**config.mk**
```make
export PLATFORM = sky130hd
export DESIGN_NAME = router_sync_flat
export DESIGN_NICKNAME = d
export VERILOG_FILES = /design/src/rtl/router_pkg.sv /design/src/rtl/router_sync_if.sv /design/src/rtl/router_timeout.sv /design/src/rtl/router_sync.sv /design/src/flat_wrapper.sv
export SDC_FILE = /design/constraint.sdc
export NUM_CORES = 1
export LEC_CHECK = 0
export ABC_CLOCK_PERIOD_IN_PS = 3100
export CORE_MARGIN = 2
export CORE_UTILIZATION = 50
export CTS_CLUSTER_SIZE = 28
export DETAILED_ROUTE_END_ITERATION = 7
export PLACE_DENSITY_LB_ADDON = 0.08
export SLEW_MARGIN = 15
export SYNTH_ARGS = -nofsm -noshare
export SYNTH_HDL_FRONTEND = slang
export SYNTH_HIERARCHICAL = 1
export SYNTH_SLANG_ARGS = --single-unit
```
**constraint.sdc**
```tcl
create_clock -name clock -period 3.1 [get_ports clock]
set_clock_uncertainty 0.1 [all_clocks]
set_input_delay 0.62 -clock clock [delete_from_list [all_inputs] [get_ports clock]]
set_output_delay 0.62 -clock clock [all_outputs]
set_load 0.01 [all_outputs]
```
**src/rtl/router_pkg.sv**
```systemverilog
// router_sync shared constants.
// Address encoding and watchdog sizing helpers.
package router_pkg;

    localparam int ADDR_W = 2;
    localparam logic [ADDR_W-1:0] ADDR_INVALID = 2'b11;
    localparam int NUM_PORTS = 3;
    localparam int TIMEOUT_DEF = 30;

    function automatic int TO_W(input int timeout);
        return $clog2(timeout);
    endfunction

endpackage

```
**src/rtl/router_sync_if.sv**
```systemverilog
// FSM/FIFO-side signal bundle of the 1x3 router synchroniser.
// master = FSM and FIFOs, slave = router_sync.
interface router_sync_if;
    import router_pkg::*;

    logic              detect_add;
    logic [ADDR_W-1:0] data_in;
    logic              write_enb_reg;
    logic              read_enb_0;
    logic              read_enb_1;
    logic              read_enb_2;
    logic              empty_0;
    logic              empty_1;
    logic              empty_2;
    logic              full_0;
    logic              full_1;
    logic              full_2;
    logic [2:0]        write_enb;
    logic              fifo_full;
    logic              vld_out_0;
    logic              vld_out_1;
    logic              vld_out_2;
    logic              soft_reset_0;
    logic              soft_reset_1;
    logic              soft_reset_2;

    modport master (
        output detect_add, data_in, write_enb_reg,
        output read_enb_0, read_enb_1, read_enb_2,
        output empty_0, empty_1, empty_2,
        output full_0, full_1, full_2,
        input  write_enb, fifo_full,
        input  vld_out_0, vld_out_1, vld_out_2,
        input  soft_reset_0, soft_reset_1, soft_reset_2
    );

    modport slave (
        input  detect_add, data_in, write_enb_reg,
        input  read_enb_0, read_enb_1, read_enb_2,
        input  empty_0, empty_1, empty_2,
        input  full_0, full_1, full_2,
        output write_enb, fifo_full,
        output vld_out_0, vld_out_1, vld_out_2,
        output soft_reset_0, soft_reset_1, soft_reset_2
    );

endinterface

```
**src/rtl/router_timeout.sv**
```systemverilog
// Per-port watchdog: flushes a FIFO whose data sits unread
// for TIMEOUT consecutive cycles, with a one-cycle pulse.
module router_timeout
    import router_pkg::*;
#(
    parameter int TIMEOUT = TIMEOUT_DEF
) (
    input  logic clock,
    input  logic resetn,
    input  logic vld,
    input  logic rd,
    output logic soft_reset
);

    localparam int W = TO_W(TIMEOUT);
    localparam logic [W-1:0] LIM = W'(TIMEOUT - 1);

    logic [W-1:0] cnt_q, cnt_d;
    logic         pulse_q, pulse_d;

    // The pulse cycle itself never counts, so pulses are one cycle wide.
    always_comb begin
        cnt_d   = '0;
        pulse_d = 1'b0;
        if (!pulse_q && vld && !rd) begin
            if (cnt_q == LIM) pulse_d = 1'b1;
            else              cnt_d   = cnt_q + 1'b1;
        end
    end

    always_ff @(posedge clock or negedge resetn) begin
        if (!resetn) begin
            cnt_q   <= '0;
            pulse_q <= 1'b0;
        end else begin
            cnt_q   <= cnt_d;
            pulse_q <= pulse_d;
        end
    end

    assign soft_reset = pulse_q;

endmodule

```
**src/rtl/router_sync.sv**
```systemverilog
// 1x3 router synchroniser: latches destination, steers writes,
// muxes full flags and runs one timeout watchdog per port.
module router_sync
    import router_pkg::*;
#(
    parameter int TIMEOUT = TIMEOUT_DEF
) (
    input  logic         clock,
    input  logic         resetn,
    router_sync_if.slave bus
);

    logic [ADDR_W-1:0] addr_q, addr_d;

    always_comb begin
        addr_d = addr_q;
        if (bus.detect_add) addr_d = bus.data_in;
    end

    always_ff @(posedge clock or negedge resetn) begin
        if (!resetn) addr_q <= '0;
        else         addr_q <= addr_d;
    end

    // Writes use the registered address, so a same-cycle header
    // write still lands in the previously selected FIFO.
    always_comb begin
        bus.write_enb = 3'b000;
        bus.fifo_full = 1'b0;
        case (addr_q)
            2'd0: begin
                bus.write_enb = {2'b00, bus.write_enb_reg};
                bus.fifo_full = bus.full_0;
            end
            2'd1: begin
                bus.write_enb = {1'b0, bus.write_enb_reg, 1'b0};
                bus.fifo_full = bus.full_1;
            end
            2'd2: begin
                bus.write_enb = {bus.write_enb_reg, 2'b00};
                bus.fifo_full = bus.full_2;
            end
            default: ;
        endcase
    end

    assign bus.vld_out_0 = !bus.empty_0;
    assign bus.vld_out_1 = !bus.empty_1;
    assign bus.vld_out_2 = !bus.empty_2;

    router_timeout #(.TIMEOUT(TIMEOUT)) u_to0 (
        .clock      (clock),
        .resetn     (resetn),
        .vld        (bus.vld_out_0),
        .rd         (bus.read_enb_0),
        .soft_reset (bus.soft_reset_0)
    );

    router_timeout #(.TIMEOUT(TIMEOUT)) u_to1 (
        .clock      (clock),
        .resetn     (resetn),
        .vld        (bus.vld_out_1),
        .rd         (bus.read_enb_1),
        .soft_reset (bus.soft_reset_1)
    );

    router_timeout #(.TIMEOUT(TIMEOUT)) u_to2 (
        .clock      (clock),
        .resetn     (resetn),
        .vld        (bus.vld_out_2),
        .rd         (bus.read_enb_2),
        .soft_reset (bus.soft_reset_2)
    );

endmodule

```
**src/flat_wrapper.sv**
```systemverilog
// flat-port wrapper written by rule: the top's interface ports become plain ports
module router_sync_flat import router_pkg::*;
#(
    parameter int TIMEOUT = TIMEOUT_DEF
)
  (clock, resetn, bus_detect_add, bus_data_in, bus_write_enb_reg, bus_read_enb_0, bus_read_enb_1, bus_read_enb_2, bus_empty_0, bus_empty_1, bus_empty_2, bus_full_0, bus_full_1, bus_full_2, bus_write_enb, bus_fifo_full, bus_vld_out_0, bus_vld_out_1, bus_vld_out_2, bus_soft_reset_0, bus_soft_reset_1, bus_soft_reset_2);
  router_sync_if bus_i ();
  input  logic clock;
  input  logic resetn;
  input wire logic [$bits(bus_i.detect_add)-1:0] bus_detect_add;
  input wire logic [$bits(bus_i.data_in)-1:0] bus_data_in;
  input wire logic [$bits(bus_i.write_enb_reg)-1:0] bus_write_enb_reg;
  input wire logic [$bits(bus_i.read_enb_0)-1:0] bus_read_enb_0;
  input wire logic [$bits(bus_i.read_enb_1)-1:0] bus_read_enb_1;
  input wire logic [$bits(bus_i.read_enb_2)-1:0] bus_read_enb_2;
  input wire logic [$bits(bus_i.empty_0)-1:0] bus_empty_0;
  input wire logic [$bits(bus_i.empty_1)-1:0] bus_empty_1;
  input wire logic [$bits(bus_i.empty_2)-1:0] bus_empty_2;
  input wire logic [$bits(bus_i.full_0)-1:0] bus_full_0;
  input wire logic [$bits(bus_i.full_1)-1:0] bus_full_1;
  input wire logic [$bits(bus_i.full_2)-1:0] bus_full_2;
  output wire logic [$bits(bus_i.write_enb)-1:0] bus_write_enb;
  output wire logic [$bits(bus_i.fifo_full)-1:0] bus_fifo_full;
  output wire logic [$bits(bus_i.vld_out_0)-1:0] bus_vld_out_0;
  output wire logic [$bits(bus_i.vld_out_1)-1:0] bus_vld_out_1;
  output wire logic [$bits(bus_i.vld_out_2)-1:0] bus_vld_out_2;
  output wire logic [$bits(bus_i.soft_reset_0)-1:0] bus_soft_reset_0;
  output wire logic [$bits(bus_i.soft_reset_1)-1:0] bus_soft_reset_1;
  output wire logic [$bits(bus_i.soft_reset_2)-1:0] bus_soft_reset_2;
  assign bus_i.detect_add = bus_detect_add;
  assign bus_i.data_in = bus_data_in;
  assign bus_i.write_enb_reg = bus_write_enb_reg;
  assign bus_i.read_enb_0 = bus_read_enb_0;
  assign bus_i.read_enb_1 = bus_read_enb_1;
  assign bus_i.read_enb_2 = bus_read_enb_2;
  assign bus_i.empty_0 = bus_empty_0;
  assign bus_i.empty_1 = bus_empty_1;
  assign bus_i.empty_2 = bus_empty_2;
  assign bus_i.full_0 = bus_full_0;
  assign bus_i.full_1 = bus_full_1;
  assign bus_i.full_2 = bus_full_2;
  assign bus_write_enb = bus_i.write_enb;
  assign bus_fifo_full = bus_i.fifo_full;
  assign bus_vld_out_0 = bus_i.vld_out_0;
  assign bus_vld_out_1 = bus_i.vld_out_1;
  assign bus_vld_out_2 = bus_i.vld_out_2;
  assign bus_soft_reset_0 = bus_i.soft_reset_0;
  assign bus_soft_reset_1 = bus_i.soft_reset_1;
  assign bus_soft_reset_2 = bus_i.soft_reset_2;
  router_sync #(.TIMEOUT(TIMEOUT)) u_core (.clock(clock), .resetn(resetn), .bus(bus_i));
endmodule
```
==> impl_metrics.toml, run 1 <==
[status]
status = "completed"

[sta]
finalHoldViolCount = 0
finalCritPeriodShare = 0.832
fin_crit_ns = 2.58
fin_setup_tns_ns = 0
slew_headroom = 0.419
setup_violations = 0
whs_ns = 0.389
rsz0062_at_grt = "no"
tightest_slew_ns = 0.869
max_freq_mhz = 388
slew_violations = 0

[grt]
grt_max_degree = 21
grt_pass1_wl_microns = 2370
grt_overflow_total = 0
busiest_layer = "met2"
first_global_vias = 566
met3_usage = 0.0385
antenna_found_initial = 0
use_met1 = 0.210
grt_use_total = 0.161
met2_usage = 0.249

[route]
via_per_inst = 4.79
dr_total_vias = 661
wire_per_inst_microns = 11.4
ant_nets = 0
drt_pass1_iterations = 4
post-route-drc-count = 0
drtIter0Drc = 7
drt_wl_total_microns = 1570

[logic_synthesis]
synth_edf_count = 0
yosys_warnings = 6
async_flop_share = 1.00
yosys_most_used_dff = "dfrtp_1"
yosys_register_bits = 20
synth_cell_types = 16
synth_top_cell_by_area = "dfrtp_1"
syn_nets = 106
syn_area_per_cell_sq_um = 10.8
ys_seq_area_frac = 0.545
syn_inst = 85
netlist_area_sq_um = 918
synth_top_area_share = 0.545
synth_top_cells_by_count = "nor2_1 (21), dfrtp_1 (20)"
synth.most_common_cell = "nor2_1"
yosys-top-cells-area = "dfrtp_1 (54%), nor2_1 (8.6%), ha_1 (8.2%)"

[worst_setup_path]
crit_fanout = 1
critPathKind = "in2out"
arrival_ns = 1.86
required_ns = 2.38
cp-start-kind = "input port"
end_kind = "output port"

[cells_and_area]
fin_util = 0.710
layoutNonFillerInstCount = 138
final-seq-area_sq_um = 500
fillers = 144
drive_gt1_frac = 0.0796
area_delta_synth_final_pct = 33.5
multi_input_area_sq_um = 395
final_area_sq_um = 1230
layout.nets = 135
diodes = 0

[power_and_ir_drop]
peakVddDrop_uv = 320
cellLeakagePower_nw = 0.561
power.density_nw_per_um2 = 393

[placed_design]
port_buffers = 24
dp_hpwl_microns = 1220
gp_congestion = 0.693
place_inst = 134
placed_area_sq_um = 1190

[floorplanning]
die_h_microns = 46.9
core_sq_um = 1730
start_util = 0.532
die_w_microns = 46.9
num_io_pins = 25
row_count = 15
dieArea_sq_um = 2200

[cts]
ctsResizeCount = 0
post_cts_buffers = 0
htreeDepth = 1
cts_tree = "yes"
worstSkewPairLatency_ns = 0.29
root_buffer = "clkbuf_4"
cts_hold_buf = 0
clockBufferDepth = 2
cts-buffers-inserted = 3
cts.clk_slew.worst_paths_ns = 0.10
cts.sinks = 20

[flow_run]
cap_viol_max_count = 0

[min_path]
min_path_type = "reg2reg"
[metal layers]
metal	share of wire	vias up	routed length [microns]
li1	-	333	-
met1	0.44	307	694
met2	0.47	19	740
met3	0.079	2	124
met4	0.0076	0	12
met5	0	-	0
[flip-flops by register name, summed over array words and instances, names as in the netlist]
register / cells
u_core/u_to1/soft_reset: 1
u_core/u_to1/cnt_q: 5
u_core/u_to2/soft_reset: 1
u_core/u_to0/soft_reset: 1
u_core/u_to2/cnt_q: 5
u_core/addr_q: 2
u_core/u_to0/cnt_q: 5
[logic make-up after synthesis]
family                   synth area share
AO/OA/AOI/OAI                     0.00544
AND/OR/NAND/NOR                     0.222
XOR/XNOR                           0.0858
adder cells (fa/ha/maj)            0.0817
multiplexers                       0.0354
buffers and inverters              0.0245
flip-flops                          0.545
[where the power goes]
part	switching [mW]	internal, mW
Sequential	0.00694	0.267
Combinational	0.0251	0.0362
Clock	0.0749	0.0716
[cell type report]
type                    count  area share
flip-flops and latches     20       0.408
multi-input cells          59       0.322
repair buffers             24       0.196
clock buffers               4      0.0296
well taps                  25      0.0255
inverters                   6      0.0184
[path summary, 6_finish.rpt]
check                      slack, ns                       startpoint  depth (start not counted)                                 to
setup / recovery                0.52                       bus_full_0                          4                      bus_fifo_full
hold / removal                  0.39  u_core/u_to1/cnt_q[0]$_DFF_PN0_                          1    u_core/u_to1/cnt_q[0]$_DFF_PN0_
setup reg to reg                1.90  u_core/u_to0/cnt_q[0]$_DFF_PN0_                          4    u_core/u_to0/cnt_q[4]$_DFF_PN0_
hold reg to reg                 0.39  u_core/u_to1/cnt_q[0]$_DFF_PN0_                          1    u_core/u_to1/cnt_q[0]$_DFF_PN0_
max in group asynchronous       1.66                           resetn                          1    u_core/u_to1/cnt_q[0]$_DFF_PN0_
min in group asynchronous       0.71                           resetn                          1  u_core/u_to2/soft_reset$_DFF_PN0_
[critical path, stage by stage]
cell and delay [ns]:
clkdlybuf4s50_1 0.46, mux2i_1 0.06, o21ai_1 0.14, clkdlybuf4s50_1 0.57
[layout by cell type, fill, tap and decap left out]
master           Yosys  layout
and3b_2              2       2
clkbuf_4             0       3
clkbuf_8             0       1
clkdlybuf4s50_1      0      24
dfrtp_1             20      20
ha_1                 6       6
inv_1                6       6
mux2_1               2       2
mux2i_1              1       1
nand2_1              3       3
nand3_1              6       6
nand3_2              3       3
nand3b_1             1       1
nand4_1              3       3
nor2_1              21      21
nor3b_1              1       1
o21ai_1              1       1
xnor2_1              3       3
xor2_1               6       6
[stage by stage]
step	setup WS (ns)	power, mW
6_report	0.520	0.482
5_1_grt	0.432	0.506
3_5_place_dp	0.476	0.341
2_1_floorplan	1.45	0.301
3_3_place_gp	0.552	0.339
4_1_cts	0.480	0.491
Note: power is estimated with default switching activity, not from simulation.
==> inputs of run 2 (changes only) <==
--- a/config.mk
+++ b/config.mk
@@ -5,9 +5,9 @@
 export SDC_FILE = /design/constraint.sdc
 export NUM_CORES = 1
 export LEC_CHECK = 0
-export ABC_CLOCK_PERIOD_IN_PS = 3100
+export ABC_CLOCK_PERIOD_IN_PS = 2150
 export CORE_MARGIN = 2
-export CORE_UTILIZATION = 50
+export CORE_UTILIZATION = 42
 export CTS_CLUSTER_SIZE = 28
 export DETAILED_ROUTE_END_ITERATION = 7
 export PLACE_DENSITY_LB_ADDON = 0.08
==> constraint.sdc (replaced) <==
create_clock -name clock -period 2.15 [get_ports clock]
set_clock_uncertainty 0.1 [all_clocks]
set_input_delay 0.43 -clock clock [delete_from_list [all_inputs] [get_ports clock]]
set_output_delay 0.43 -clock clock [all_outputs]
set_load 0.01 [all_outputs]
==> run 2 against run 1 <==
Effect of this change:
- clock power up 45%
- setup slack worse by 0.38 ns
- wire length down 2.2%
- final cell count up 2.2%
- register-to-register slack worse by 0.94 ns
- critical path depth down 1
- design area up 1.0%
==> impl_metrics.toml, run 2 (synthesis results as in run 1) <==
[status]
status = "completed"

[grt]
first_global_vias = 585
grt_use_total = 0.135
grt_max_degree = 21
grt_overflow_total = 0
antenna_found_initial = 0
grt_pass1_wl_microns = 2530

[worst_setup_path]
critPathKind = "in2out"
end_kind = "output port"
worst_path_most_repeated_cell = "clkdlybuf4s50_1"
crit_fanout = 3
cp-start-kind = "input port"
max_stage_delay_ns = 0.55
cp_slowest_cell = "clkdlybuf4s50_1"
arrival_ns = 1.48
cp_top_family = "buffers and inverters"
crit_chain = "clkdlybuf4s50_1, inv_1, clkdlybuf4s50_1"
required_ns = 1.62
worst-path-buf-inv = 3

[placed_design]
dp_hpwl_microns = 1140
placed_area_sq_um = 1200
port_buffers = 24
place_ws_ns = -0.0371
gp_congestion = 0.747

[power_and_ir_drop]
switching_power_mw = 0.153
cellLeakagePower_nw = 0.605
p_sw_frac = 0.222
power.density_nw_per_um2 = 558
internal_power_mw = 0.538
clockPowerShare = 0.307
pwr-share-seq = 0.571
comb_power_share = 0.122
peakVddDrop_uv = 504

[sta]
rsz0062_at_grt = "no"
finalCritPeriodShare = 0.933
finalHoldViolCount = 0
fin_setup_tns_ns = 0
final.setup.worst_slack_ns = 0.143
tightest_slew_ns = 0.248
slew_violations = 0
fin_crit_ns = 2.01
setup_violations = 0
slew_headroom = 0.835
max_freq_mhz = 498

[cells_and_area]
reg_top3 = "u_core/u_to0/cnt_q (5), u_core/u_to1/cnt_q (5), u_core/u_to2/cnt_q (5)"
layout.nets = 136
fin_util = 0.613
drive_gt1_frac = 0.0877
diodes = 0
multi_input_area_sq_um = 395
layout_common_cells = "nor2_1 (21), clkdlybuf4s50_1 (20), dfrtp_1 (20)"
layout_commonest_cell = "nor2_1"
area_delta_synth_final_pct = 34.9
final_area_sq_um = 1240
fillers = 185
final-seq-area_sq_um = 500

[route]
drt_pass1_iterations = 2
dr_wl_met2_microns = 672
highest_layer = "met4"
dr_total_vias = 648
via_per_inst = 4.60
drt_wl_total_microns = 1540
post-route-drc-count = 0
ant_nets = 0
wire_per_inst_microns = 10.9
drtIter0Drc = 4
wl_met3_microns = 111
drt-met1-wl_microns = 718

[cts]
htreeDepth = 1
cts_tree = "yes"
cts-buffers-inserted = 3
worstSkewPairLatency_ns = 0.30
cts.clk_slew.worst_paths_ns = 0.10
root_buffer = "clkbuf_4"
post_cts_buffers = 0
cts_hold_buf = 0
cts.sinks = 20
clockBufferDepth = 2

[min_path]
min_path_type = "in2async"

[floorplanning]
die_w_microns = 50.8
num_io_pins = 25
die_h_microns = 50.8
core_sq_um = 2020
dieArea_sq_um = 2580
row_count = 16
start_util = 0.454

[flow_run]
cap_viol_max_count = 0
==> run 2: stage by stage <==
step                      power (mW)  cells  hold slack [ns]
after global placement         0.490    137            0.375
after floorplan                0.434     85           0.0344
after CTS                      0.709    141            0.350
final                          0.692    141            0.358
after detailed placement       0.492    137            0.380
after global routing           0.732    141            0.358
==> run 2: path summary, 6_finish.rpt <==
path / startpoint / to / slack [ns] / depth (start not counted)
hold / removal: resetn / u_core/u_to0/cnt_q[3]$_DFF_PN0_ / 0.36 / 2
min in group clock: u_core/u_to2/cnt_q[0]$_DFF_PN0_ / u_core/u_to2/cnt_q[0]$_DFF_PN0_ / 0.39 / 1
setup reg to reg: u_core/u_to0/cnt_q[0]$_DFF_PN0_ / u_core/u_to0/cnt_q[2]$_DFF_PN0_ / 0.96 / 4
hold reg to reg: u_core/u_to2/cnt_q[0]$_DFF_PN0_ / u_core/u_to2/cnt_q[0]$_DFF_PN0_ / 0.39 / 1
setup / recovery: bus_empty_2 / bus_vld_out_2 / 0.14 / 3
max in group asynchronous: resetn / u_core/u_to0/cnt_q[4]$_DFF_PN0_ / 1.39 / 2
==> run 2: power groups by stage <==
| stage | logic, mW | registers, mW | clock network (mW) |
|---|---|---|---|
| 6_report | 0.0847 | 0.395 | 0.212 |
| 3_5_place_dp | 0.0896 | 0.402 | 0 |
| 5_1_grt | 0.0951 | 0.397 | 0.240 |
| 3_3_place_gp | 0.0882 | 0.402 | 0 |
| 4_1_cts | 0.0871 | 0.395 | 0.226 |
| 2_1_floorplan | 0.0334 | 0.400 | 0 |
==> run 2: area by class of cell <==
class,instances,area share
Tap cell,27,0.0273
Timing Repair Buffer,25,0.202
Multi-Input combinational cell,59,0.319
Inverter,6,0.0182
Sequential cell,20,0.404
Clock buffer,4,0.0293
==> run 2: metal layers <==
layer  up-vias  global-route usage
met4         0              0.0676
met5         -                   0
li1        336                   -
met2        15               0.200
met3         5              0.0595
met1       292               0.168
==> run 2: repair_timing <==
| item | 4_1_cts | 5_1_grt |
|---|---|---|
| pin swaps | 0 | 0 |
| gates cloned | 0 | 0 |
| resized for setup | 2 | 2 |
| setup endpoints to repair | 2 | 2 |
